===== src/rtl/spi_byte_phy.sv =====
// SPI mode-0 MSB-first byte serializer/deserializer with divider, clock stretch, abort, 0xFF wait filter.
// Latency: byte occupies 16*(Divider+1) Clk cycles plus any stretch; RxValid pulses on the first IDLE cycle.
// Backpressure: TxReady high only in IDLE; optional wait timeout enabled by `define SPI_PHY_TIMEOUT_EN.
module spi_byte_phy #(
    parameter int DIV_W         = 8,
    parameter int TIMEOUT_BYTES = 1024
) (
    input  logic             Clk,
    input  logic             Reset,
    input  logic [7:0]       TxData,
    input  logic             TxValid,
    output logic             TxReady,
    input  logic             WaitMode,
    input  logic             Abort,
    input  logic [DIV_W-1:0] Divider,
    input  logic             ClockStretch,
    output logic [7:0]       RxData,
    output logic             RxValid,
    output logic             Busy,
    output logic             TimeoutErr,
    output logic             SPIDo,
    input  logic             SPIDi,
    output logic             SPIClk
);

    typedef enum logic [1:0] {IDLE, LOW, HIGH} state_t;

    state_t           state, state_nxt;
    logic [DIV_W-1:0] div_q, div_q_nxt, div_cnt, div_cnt_nxt;
    logic [2:0]       bit_cnt, bit_cnt_nxt;
    logic [7:0]       tx_sh, tx_sh_nxt, rx_sh, rx_sh_nxt;
    logic             abort_pend, abort_pend_nxt;
    logic             do_nxt;
    logic             byte_done;
    logic             terminal;
    logic             abort_now;

    assign terminal = (div_cnt == div_q);
    assign abort_now = abort_pend | Abort;

    always_comb begin
        state_nxt      = state;
        div_q_nxt      = div_q;
        div_cnt_nxt    = div_cnt;
        bit_cnt_nxt    = bit_cnt;
        tx_sh_nxt      = tx_sh;
        rx_sh_nxt      = rx_sh;
        abort_pend_nxt = abort_pend;
        do_nxt         = SPIDo;
        byte_done      = 1'b0;
        case (state)
            IDLE: begin
                if (TxValid) begin
                    state_nxt      = LOW;
                    div_q_nxt      = Divider;
                    div_cnt_nxt    = '0;
                    bit_cnt_nxt    = '0;
                    tx_sh_nxt      = TxData;
                    do_nxt         = TxData[7];
                    abort_pend_nxt = 1'b0;
                end
            end
            LOW: begin
                // Abort wins over stretch; a low phase may be cut short.
                if (Abort) begin
                    state_nxt = IDLE;
                    do_nxt    = 1'b1;
                end else if (!terminal) begin
                    div_cnt_nxt = div_cnt + 1'b1;
                end else if (!ClockStretch) begin
                    state_nxt   = HIGH;
                    div_cnt_nxt = '0;
                    rx_sh_nxt   = {rx_sh[6:0], SPIDi};
                end
            end
            HIGH: begin
                if (!terminal) begin
                    div_cnt_nxt    = div_cnt + 1'b1;
                    abort_pend_nxt = abort_now;
                end else begin
                    div_cnt_nxt    = '0;
                    abort_pend_nxt = 1'b0;
                    if (abort_now) begin
                        state_nxt = IDLE;
                        do_nxt    = 1'b1;
                    end else if (bit_cnt == 3'd7) begin
                        state_nxt = IDLE;
                        do_nxt    = 1'b1;
                        byte_done = 1'b1;
                    end else begin
                        state_nxt   = LOW;
                        bit_cnt_nxt = bit_cnt + 1'b1;
                        tx_sh_nxt   = {tx_sh[6:0], 1'b0};
                        do_nxt      = tx_sh[6];
                    end
                end
            end
            default: state_nxt = IDLE;
        endcase
    end

    // SPIClk comes from its own flop so it cannot glitch on state decode.
    always_ff @(posedge Clk or posedge Reset) begin
        if (Reset) begin
            state      <= IDLE;
            div_q      <= '0;
            div_cnt    <= '0;
            bit_cnt    <= '0;
            tx_sh      <= '0;
            rx_sh      <= '0;
            abort_pend <= 1'b0;
            SPIDo      <= 1'b1;
            SPIClk     <= 1'b0;
        end else begin
            state      <= state_nxt;
            div_q      <= div_q_nxt;
            div_cnt    <= div_cnt_nxt;
            bit_cnt    <= bit_cnt_nxt;
            tx_sh      <= tx_sh_nxt;
            rx_sh      <= rx_sh_nxt;
            abort_pend <= abort_pend_nxt;
            SPIDo      <= do_nxt;
            SPIClk     <= (state_nxt == HIGH);
        end
    end

    assign TxReady = (state == IDLE);
    assign Busy    = (state != IDLE);

    logic token;
    logic is_ff;
    logic filtering;
    logic timeout_hit;
    logic deliver;

    assign is_ff     = (rx_sh == 8'hFF);
    assign filtering = WaitMode & ~token;
    assign deliver   = byte_done & (~filtering | ~is_ff | timeout_hit);

    always_ff @(posedge Clk or posedge Reset) begin
        if (Reset) begin
            RxData  <= 8'h00;
            RxValid <= 1'b0;
            token   <= 1'b0;
        end else begin
            RxValid <= deliver;
            if (deliver)
                RxData <= rx_sh;
            if (!WaitMode || Abort)
                token <= 1'b0;
            else if (byte_done && !is_ff)
                token <= 1'b1;
        end
    end

`ifdef SPI_PHY_TIMEOUT_EN
    localparam int TO_W = $clog2(TIMEOUT_BYTES + 1);
    logic [TO_W-1:0] to_cnt;

    assign timeout_hit = filtering & is_ff & (to_cnt == TO_W'(TIMEOUT_BYTES));

    always_ff @(posedge Clk or posedge Reset) begin
        if (Reset) begin
            to_cnt     <= '0;
            TimeoutErr <= 1'b0;
        end else begin
            TimeoutErr <= byte_done & timeout_hit;
            if (!WaitMode || Abort || deliver)
                to_cnt <= '0;
            else if (byte_done && filtering && is_ff)
                to_cnt <= to_cnt + 1'b1;
        end
    end
`else
    assign timeout_hit = 1'b0;
    assign TimeoutErr  = 1'b0;
`endif

endmodule


===== config.mk =====
export PLATFORM = sky130hd
export DESIGN_NAME = spi_byte_phy
export DESIGN_NICKNAME = d
export VERILOG_FILES = /design/src/rtl/spi_byte_phy.sv
export SDC_FILE = /design/constraint.sdc
export NUM_CORES = 1
export LEC_CHECK = 0
export ABC_CLOCK_PERIOD_IN_PS = 4800
export BUFFER_PORTS_ARGS = -buffer_cell sky130_fd_sc_hd__buf_2
export CORE_MARGIN = 2
export CORE_UTILIZATION = 50
export DETAILED_ROUTE_END_ITERATION = 16
export PLACE_DENSITY_LB_ADDON = 0.15
export REMOVE_ABC_BUFFERS = 1
export SYNTH_ARGS = -nofsm -noshare
export SYNTH_HDL_FRONTEND = slang
export SYNTH_SLANG_ARGS = --single-unit

===== constraint.sdc =====
create_clock -name Clk -period 4.8 [get_ports Clk]
set_input_delay 0.96 -clock Clk [delete_from_list [all_inputs] [get_ports Clk]]
set_output_delay 0.96 -clock Clk [all_outputs]
set_load 0.1 [all_outputs]

## Yosys cells after proc, flatten, opt, wreduce, memory -nomap -nowiden

Index checks and enable logic that the tools add are counted.

- Flip-flop bits (word level): 49

- Add/sub/neg operators: 2
- Eq/ne operators: 13
- Multiplexer cells: 39
- Bitwise logic cells: 9
- Reductions and logical operators: 15

Operators with widths:

| kind | number |
|---|---|
| $mux W8 | 5 |
| $mux W7 | 4 |
| $pmux W8 S3 | 1 |
| $mux W1 | 15 |
| $pmux W7 S2 | 1 |
| $mux W3 | 4 |
| $ne A2 B2 Y1 const B | 6 |
| $reduce_and A4 Y1 | 3 |
| $mux W2 | 5 |
| $add A8 B1 Y8 const B | 1 |
| $eq A8 B8 Y1 | 1 |
| $eq A8 B8 Y1 const B | 1 |
| $pmux W2 S3 | 1 |
| $pmux W3 S2 | 1 |
| $reduce_bool A2 Y1 | 3 |
| $not A1 Y1 | 5 |
| $reduce_and A5 Y1 | 1 |
| $eq A2 B2 Y1 const B | 2 |
| $reduce_and A2 Y1 | 2 |
| $add A3 B1 Y3 const B | 1 |
| $eq A3 B3 Y1 const B | 1 |
| $ne A3 B3 Y1 const B | 1 |
| $pmux W1 S3 | 1 |
| $reduce_bool A3 Y1 | 1 |
| 8 further kinds | 11 |

## Depth between registers and ports, before layout

Gate-level depths: netlist of the first run.

- Word-level depth: 8
- Gate-level depth with buffers: 7
- Depth with buffers taken out: 7

## Worst setup path before layout of the first run

OpenSTA, ideal clock, no wires.

- Kind: register to register
- Start: register state[1]
- End: register tx_sh[1]
- Arrival time: 2.982 ns
- Path slack: 1.690 ns
- Stages on the path, launching flop included: 7
- Path buffers: 0
- Cell sequence: dfrtp_1 > inv_1 > ha_1 > inv_1 > o21ai_1 > nand3_4 > mux2_1

- Cells in the longest elaborated chain, start to end: 3
- Elaborated cells between the ends (all ways): 9
- Classes of those cells: eq/ne (5); mux (1); reduce/logical (3)

Ends and longest elaborated chain:

| item | RTL line | source |
|---|---|---|
| from (decl) | 28 | `state_t state, state_nxt;` |
| from (signal assigned) | 115 | `state <= state_nxt;` |
| $logic_not A2 Y1 (*) | n/a |  |
| net TxReady | 12 | `output logic TxReady,` |
| $ne A2 B2 Y1 (no line) / $reduce_bool A2 Y1 (equally long branches) | n/a |  |
| $reduce_and A5 Y1 (no line) | n/a |  |
| to (signal assigned) | 119 | `tx_sh <= tx_sh_nxt;` |
| to (decl) | 31 | `logic [7:0] tx_sh, tx_sh_nxt, rx_sh, rx_sh_nxt;` |

The timed path passes the listed nets; every way through them passes the cells marked *.
A chain may end at the register's enable or synchronous reset.

## Worst setup path in the final report of the first run

- Start: register state[1]
- End: output port TxReady

- Cells in the longest elaborated chain, start to end: 1

Ends and longest elaborated chain:

| item | RTL line | source |
|---|---|---|
| $logic_not A2 Y1 | 127 | `assign TxReady = (state == IDLE);` |
| to (decl) | 12 |  |

No other way between the ends.

==> run metrics, run 1 <==
worst endpoint required time 3840 ps; Synth warnings 0; area of the multi-input gates 0.00116 mm²; Synth top area share 48.6%; asr flop ratio synth 100%; Sw Ratio 37.2%; hold path depth 1; sequential area share after synthesis 49.6%; headroom to the max-slew limit 34.3%; post-route ant nets 0; share of power burned in registers 42.1%; die height 74.3 µm; grt ovf 0; Pleak 1.35 nW; IO Count 37; master of the slowest instance on the critical path buf_2; flop2flop setup slack 2590 ps; row cnt 25; CP arrival 1640 ps; initial antenna violation count 0; Synth area leader dfrtp_1; Syn-to-layout area delta 13.7%; CTS tree done; die width 74.3 µm; crit start category flip-flop; vias per cell 5.44; Psw 494 µW; status completed; WL per Instance 14.6 µm; reg2reg path depth 5; Hold Crit Endpoint tx_sh[0]; Crit Path Category reg2out; fin crit period 2600 ps; Die Area 0.00553 mm²; Final setup violation count 0; DRC 0; Final Hold Viols 0; Initial Utilization 52.0%; post-CTS setup buffers 0; clock share of power 22.0%; HP Class reg2reg; number of global-route vias before repair 1,621; GR Util All Layers 18.7%; setup repair after global routing missed its margin false; DRT iter0 DRCs 118; layout cells sized above 1 31.7%; worst hold slack 484 ps; first-pass GRT wire length 7760 µm; Crit Path Max Fanout 7; top cells by area, synth dfrtp_1, mux2_1, mux2_2; CTS root buf clkbuf_8; CTS resizes 0; final net count 269; VDD IR-drop max 0.273 mV; CTS Buf Count 5; EDFF count, synth 0; #FFs+latches synth 49; detailed placement HPWL 3340 µm; Port Buf Inserts 35; largest net degree at the start of global routing 50; Slew Viols, Final 0; Final Wtd Congestion 0.773; Fill cells 414; final core occ 59.2%; Int Pwr 833 µW; worst r2r src state[0]; Reg area 0.00123 mm²; Vias 1,669; core box area 0.00475 mm²; Reg clk slew, reported paths 90 ps; Mapped Cells 202; crit path cell chain inv_1 > ha_1 > buf_2; Skew-Pair Late Insertion Delay 300 ps; Avg Cell Area, Syn 12.2 µm²; critical path's largest stage delay 480 ps; PD cells 472 mW/mm²; hold_sp tx_sh[0]; f_max 0.385 GHz; final wirelength 4480 µm; CTS sink count 49; Clock Path Buffers 2; combinational power share 35.9%; Synth cell types 45; synthesized cell area 0.00247 mm²; Max Cap Viol 0; most used flip-flop cell after synthesis dfrtp_1; DRT Pass-1 Iters 5; # diodes 0; R2R Path End RxData[7]; H-tree depth 2; Worst Max-Slew Pin Slew 984 ps; CP Capture Type output port; setup_tns 0 ps; # hold bufs at CTS 0; period utilization 54.1%; Worst Clk Skew 8.84 ps
[critical path, delay by kind of cell (launching register included)]
family                     cells  cell delay, ps
buffers and inverters          2             610
DFF                            1             410
adders and majority gates      1             320
[through the flow]
step	cell area, µm²	total power [mW]	instances	setup WS, ps
after global placement	2700	1.04	299	2460
final	2810	1.33	307	2200
after global routing	2810	1.41	307	2120
after floorplan	2440	0.949	197	1690
after detailed placement	2700	1.05	299	2420
after CTS	2810	1.34	307	2190
[cell type report]
type | count | area share [%]
clock buffers | 6 | 2.58
clock inverters | 2 | 1.38
inverters | 14 | 1.87
multi-input cells | 134 | 41.3
flip-flops and latches | 49 | 43.6
well taps | 67 | 2.98
repair buffers | 35 | 6.23
[cell families (layout without fill, tap and decap cells)]
kind of cell | Yosys count | in the layout | share of synthesized area [%]
AO/OA/AOI/OAI | 32 | 32 | 9.66
XOR/XNOR | 8 | 8 | 2.83
adder cells (fa/ha/maj) | 7 | 7 | 3.54
buffers and inverters | 19 | 57 | 3.39
flip-flops | 49 | 49 | 49.6
multiplexers | 38 | 38 | 18.5
other | 1 | 1 | 0.152
AND/OR/NAND/NOR | 48 | 48 | 12.3
[layer usage]
| layer | up-vias | routed length (µm) | part of all wire [%] | GRT usage [%] |
|---|---|---|---|---|
| met2 | 45 | 2160 | 48 | 29.5 |
| met1 | 814 | 2050 | 46 | 25.3 |
| met3 | 2 | 233 | 5.2 | 5.01 |
| met5 | - | 0 | 0 | 0 |
| met4 | 0 | 36 | 0.80 | 6.55 |
| li1 | 808 | - | - | - |
[cell usage after synthesis, drive strengths merged (3+ instances only)]
library cell and number:
a21oi 4, a311oi 6, buf 3, dfrtp 48, ha 7, inv 13, mux2 38, nand2 9
nand3 9, nand4 6, nor2 8, nor3 3, o21ai 7, o22ai 6, xnor2 8
[cell usage in the layout, fill, tap and decap left out, types with 2 or more instances in the layout]
cell and instances:
nor2b_1 2, mux2_2 15, a22o_1 2, nand4_1 6, and3_1 2, mux2_4 8
clkbuf_8 5, a311oi_1 6, o21ai_0 2, nand3_1 8, a21oi_1 4, ha_1 7
nand2_1 9, mux2_1 15, nor2_1 8, buf_2 35, o22ai_1 6, inv_2 3
o21ai_1 4, inv_1 10, nor3_1 2, nand3b_1 2, xnor2_1 8, dfrtp_1 48
a211o_1 2
[worst max-delay path by stage]
stage / slack, ps / to / start
after global placement: 2460 / RxData[0] / Abort
after global routing: 2120 / TxReady / state[1]
after floorplan: 1690 / tx_sh[1] / state[1]
final: 2200 / TxReady / state[1]
after CTS: 2190 / TxReady / state[1]
after detailed placement: 2420 / RxData[1] / Abort
[state kept, by name, indices dropped and copies added, names as in the netlist]
| signal | cells |
|---|---|
| SPIDo | 1 |
| RxValid | 1 |
| RxData | 8 |
| rx_sh | 8 |
| token | 1 |
| abort_pend | 1 |
| div_cnt | 8 |
| div_q | 8 |
| SPIClk | 1 |
| bit_cnt | 3 |
| state | 2 |
| tx_sh | 7 |
[power by group through the flow]
stage                     Combinational (mW)  Sequential (mW)  Clock (mW)
after detailed placement               0.482            0.568           0
after CTS                              0.483            0.561       0.300
after global placement                 0.471            0.566           0
final                                  0.477            0.559       0.292
after floorplan                        0.366            0.583           0
after global routing                   0.523            0.572       0.318
(Power assumes the default switching activity.)
==> run 2, diff against run 1 <==
--- a/config.mk
+++ b/config.mk
@@ -5,7 +5,7 @@
 export SDC_FILE = /design/constraint.sdc
 export NUM_CORES = 1
 export LEC_CHECK = 0
-export ABC_CLOCK_PERIOD_IN_PS = 4800
+export ABC_CLOCK_PERIOD_IN_PS = 2700
 export BUFFER_PORTS_ARGS = -buffer_cell sky130_fd_sc_hd__buf_2
 export CORE_MARGIN = 2
 export CORE_UTILIZATION = 50
==> constraint.sdc (replaced) <==
create_clock -name Clk -period 2.7 [get_ports Clk]
set_input_delay 0.54 -clock Clk [delete_from_list [all_inputs] [get_ports Clk]]
set_output_delay 0.54 -clock Clk [all_outputs]
set_load 0.1 [all_outputs]
==> run 2 against run 1 <==
Hold slack worse by 220 ps. Critical endpoint unchanged. First-iteration DRC count up 3.4%. Register-to-register slack worse by 1900 ps. Combinational power up 79%. Clock power up 88%. Clock skew about the same.
==> run metrics, run 2 (synthesis results as in run 1) <==
status completed; DRT iter0 DRCs 122 (+3.4%); pre-CTS setup slack 722 ps (-1690 ps); H-tree depth 2 (unchanged); post-route cell area 0.00286 mm² (+1.8%); post-route ant nets 0 (unchanged); setup repair after global routing missed its margin false; setup_tns 0 ps (unchanged); detailed placement HPWL 3330 µm (-0.19%); Final Hold Viols 0 (unchanged); crit path cell chain inv_1 > ha_1 > buf_2; DRC 0 (unchanged); Worst Max-Slew Pin Slew 507 ps (-477 ps); crit start category flip-flop; die width 74.3 µm (unchanged); initial antenna violation count 0 (unchanged); Worst path depth 3 (unchanged); worst r2r src state[1]; largest net degree at the start of global routing 50 (unchanged); Reg clk slew, reported paths 90 ps (about the same); Die Area 0.00553 mm² (unchanged); # diodes 0 (unchanged); share of power burned in registers 41.6% (-0.5 points); CTS sink count 49 (unchanged); row cnt 25 (unchanged); CTS root buf clkbuf_8; IO Count 37 (unchanged); layout cells sized above 1 33.2% (+1.5 points); WL per Instance 14.5 µm (-0.80%); crit-path leading delay family buffers and inverters; VDD IR-drop max 0.451 mV (+65%); CP Buf/Inv Count 2 (unchanged); CTS resizes 0 (unchanged); CTS Buf Count 5 (unchanged); # hold bufs at CTS 0 (unchanged); Initial Utilization 52.0% (unchanged); number of global-route vias before repair 1,628 (+0.43%); DRT Pass-1 Iters 4 (-1); reg2reg path depth 8 (+3); Clock Path Buffers 2 (unchanged); master of the slowest instance on the critical path buf_2; Psw 885 µW (+79%); Final Wtd Congestion 0.788 (+2.0%); post-CTS setup buffers 0 (unchanged); first-pass GRT wire length 7780 µm (+0.18%); CTS tree done; worst endpoint required time 2160 ps (-1680 ps); critical path's largest stage delay 470 ps (about the same); flop2flop setup slack 710 ps (-1880 ps); Vias 1,655 (-0.84%); clock share of power 22.8% (+0.8 points); CP arrival 1570 ps (-70 ps); Max Cap Viol 0 (unchanged); PD cells 837 mW/mm² (+77%); headroom to the max-slew limit 66.2% (+32 points); Slew Viols, Final 0 (unchanged); combinational power share 35.6% (-0.3 points); core box area 0.00475 mm² (unchanged); Port Buf Inserts 35 (unchanged); most frequent cells in the layout dfrtp_1, buf_2, mux2_2, mux2_1, inv_1; Final setup violation count 0 (unchanged); most common library cell in the layout ignoring fill and taps dfrtp_1; DP Area 0.00274 mm² (+1.6%); final wirelength 4500 µm (+0.49%); grt ovf 0 (unchanged); Int Pwr 1.51 mW (+82%); Pleak 1.38 nW (+1.9%); Crit Path Category reg2out; Sw Ratio 36.9% (-0.31 points); CP Capture Type output port; vias per cell 5.32 (-2.1%); Worst Clk Skew 8.36 ps (-0.482 ps); fin crit period 2110 ps; Syn-to-layout area delta 15.8%; f_max 0.474 GHz; final net count 273 (+1.5%); GR Util All Layers 18.7% (about the same); HP Class in2async; R2R Path End div_cnt[3]; Crit Path Max Fanout 7 (unchanged); die height 74.3 µm (unchanged); Skew-Pair Late Insertion Delay 300 ps (about the same); period utilization 78.1%; total power 2.40 mW (+81%); setup ws final 592 ps (-1610 ps)
[run 2: area by class of cell]
| class | count | area, µm² |
|---|---|---|
| Clock inverter | 2 | 37.5 |
| Fill cell | 408 | 1890 |
| Tap cell | 67 | 83.8 |
| Clock buffer | 6 | 82.6 |
| Timing Repair Buffer | 39 | 218 |
| Inverter | 14 | 52.6 |
| Sequential cell | 49 | 1230 |
| Multi-Input combinational cell | 134 | 1160 |
[run 2: layer usage]
layer  global-route usage [%]  vias up  routed length, µm
met4                     6.94        0                 62
met1                     25.9      793               2110
li1                         -      815                  -
met2                     28.5       41               2130
met3                     5.15        6                192
met5                        0        -                  0
[run 2: power groups by stage]
stage	sequential (mW)	combinational, mW	clock [mW]
detailed placement	1.01	0.863	0
global placement	1.01	0.846	0
floorplan	1.04	0.651	0
global route	1.02	0.933	0.593
finish	0.997	0.854	0.548
CTS	0.999	0.863	0.556
[run 2: metrics by stage]
step	utilization, %	hold slack (ps)	std cells
2_1_floorplan	-	444	197
3_3_place_gp	57.7	461	303
3_5_place_dp	57.7	478	303
4_1_cts	60.2	273	311
5_1_grt	60.2	275	311
6_report	60.2	267	311
[run 2: worst max path at each step]
stage | startpoint | slack (ps) | end
2_1_floorplan | state[1] | -410 | tx_sh[1]
3_3_place_gp | div_cnt[3] | 700 | RxData[3]
3_5_place_dp | state[1] | 720 | SPIClk
4_1_cts | state[1] | 590 | TxReady
5_1_grt | state[1] | 460 | div_cnt[3]
6_report | state[1] | 590 | TxReady
[run 2: worst reg2reg max path, stage by stage (launching register included)]
cell and delay, ps:
dfrtp_1 410, inv_1 120, ha_1 270, nor2b_1 150, buf_4 140, a211o_1 250, clkinv_1 130, nand3_1 250
o22ai_1 140
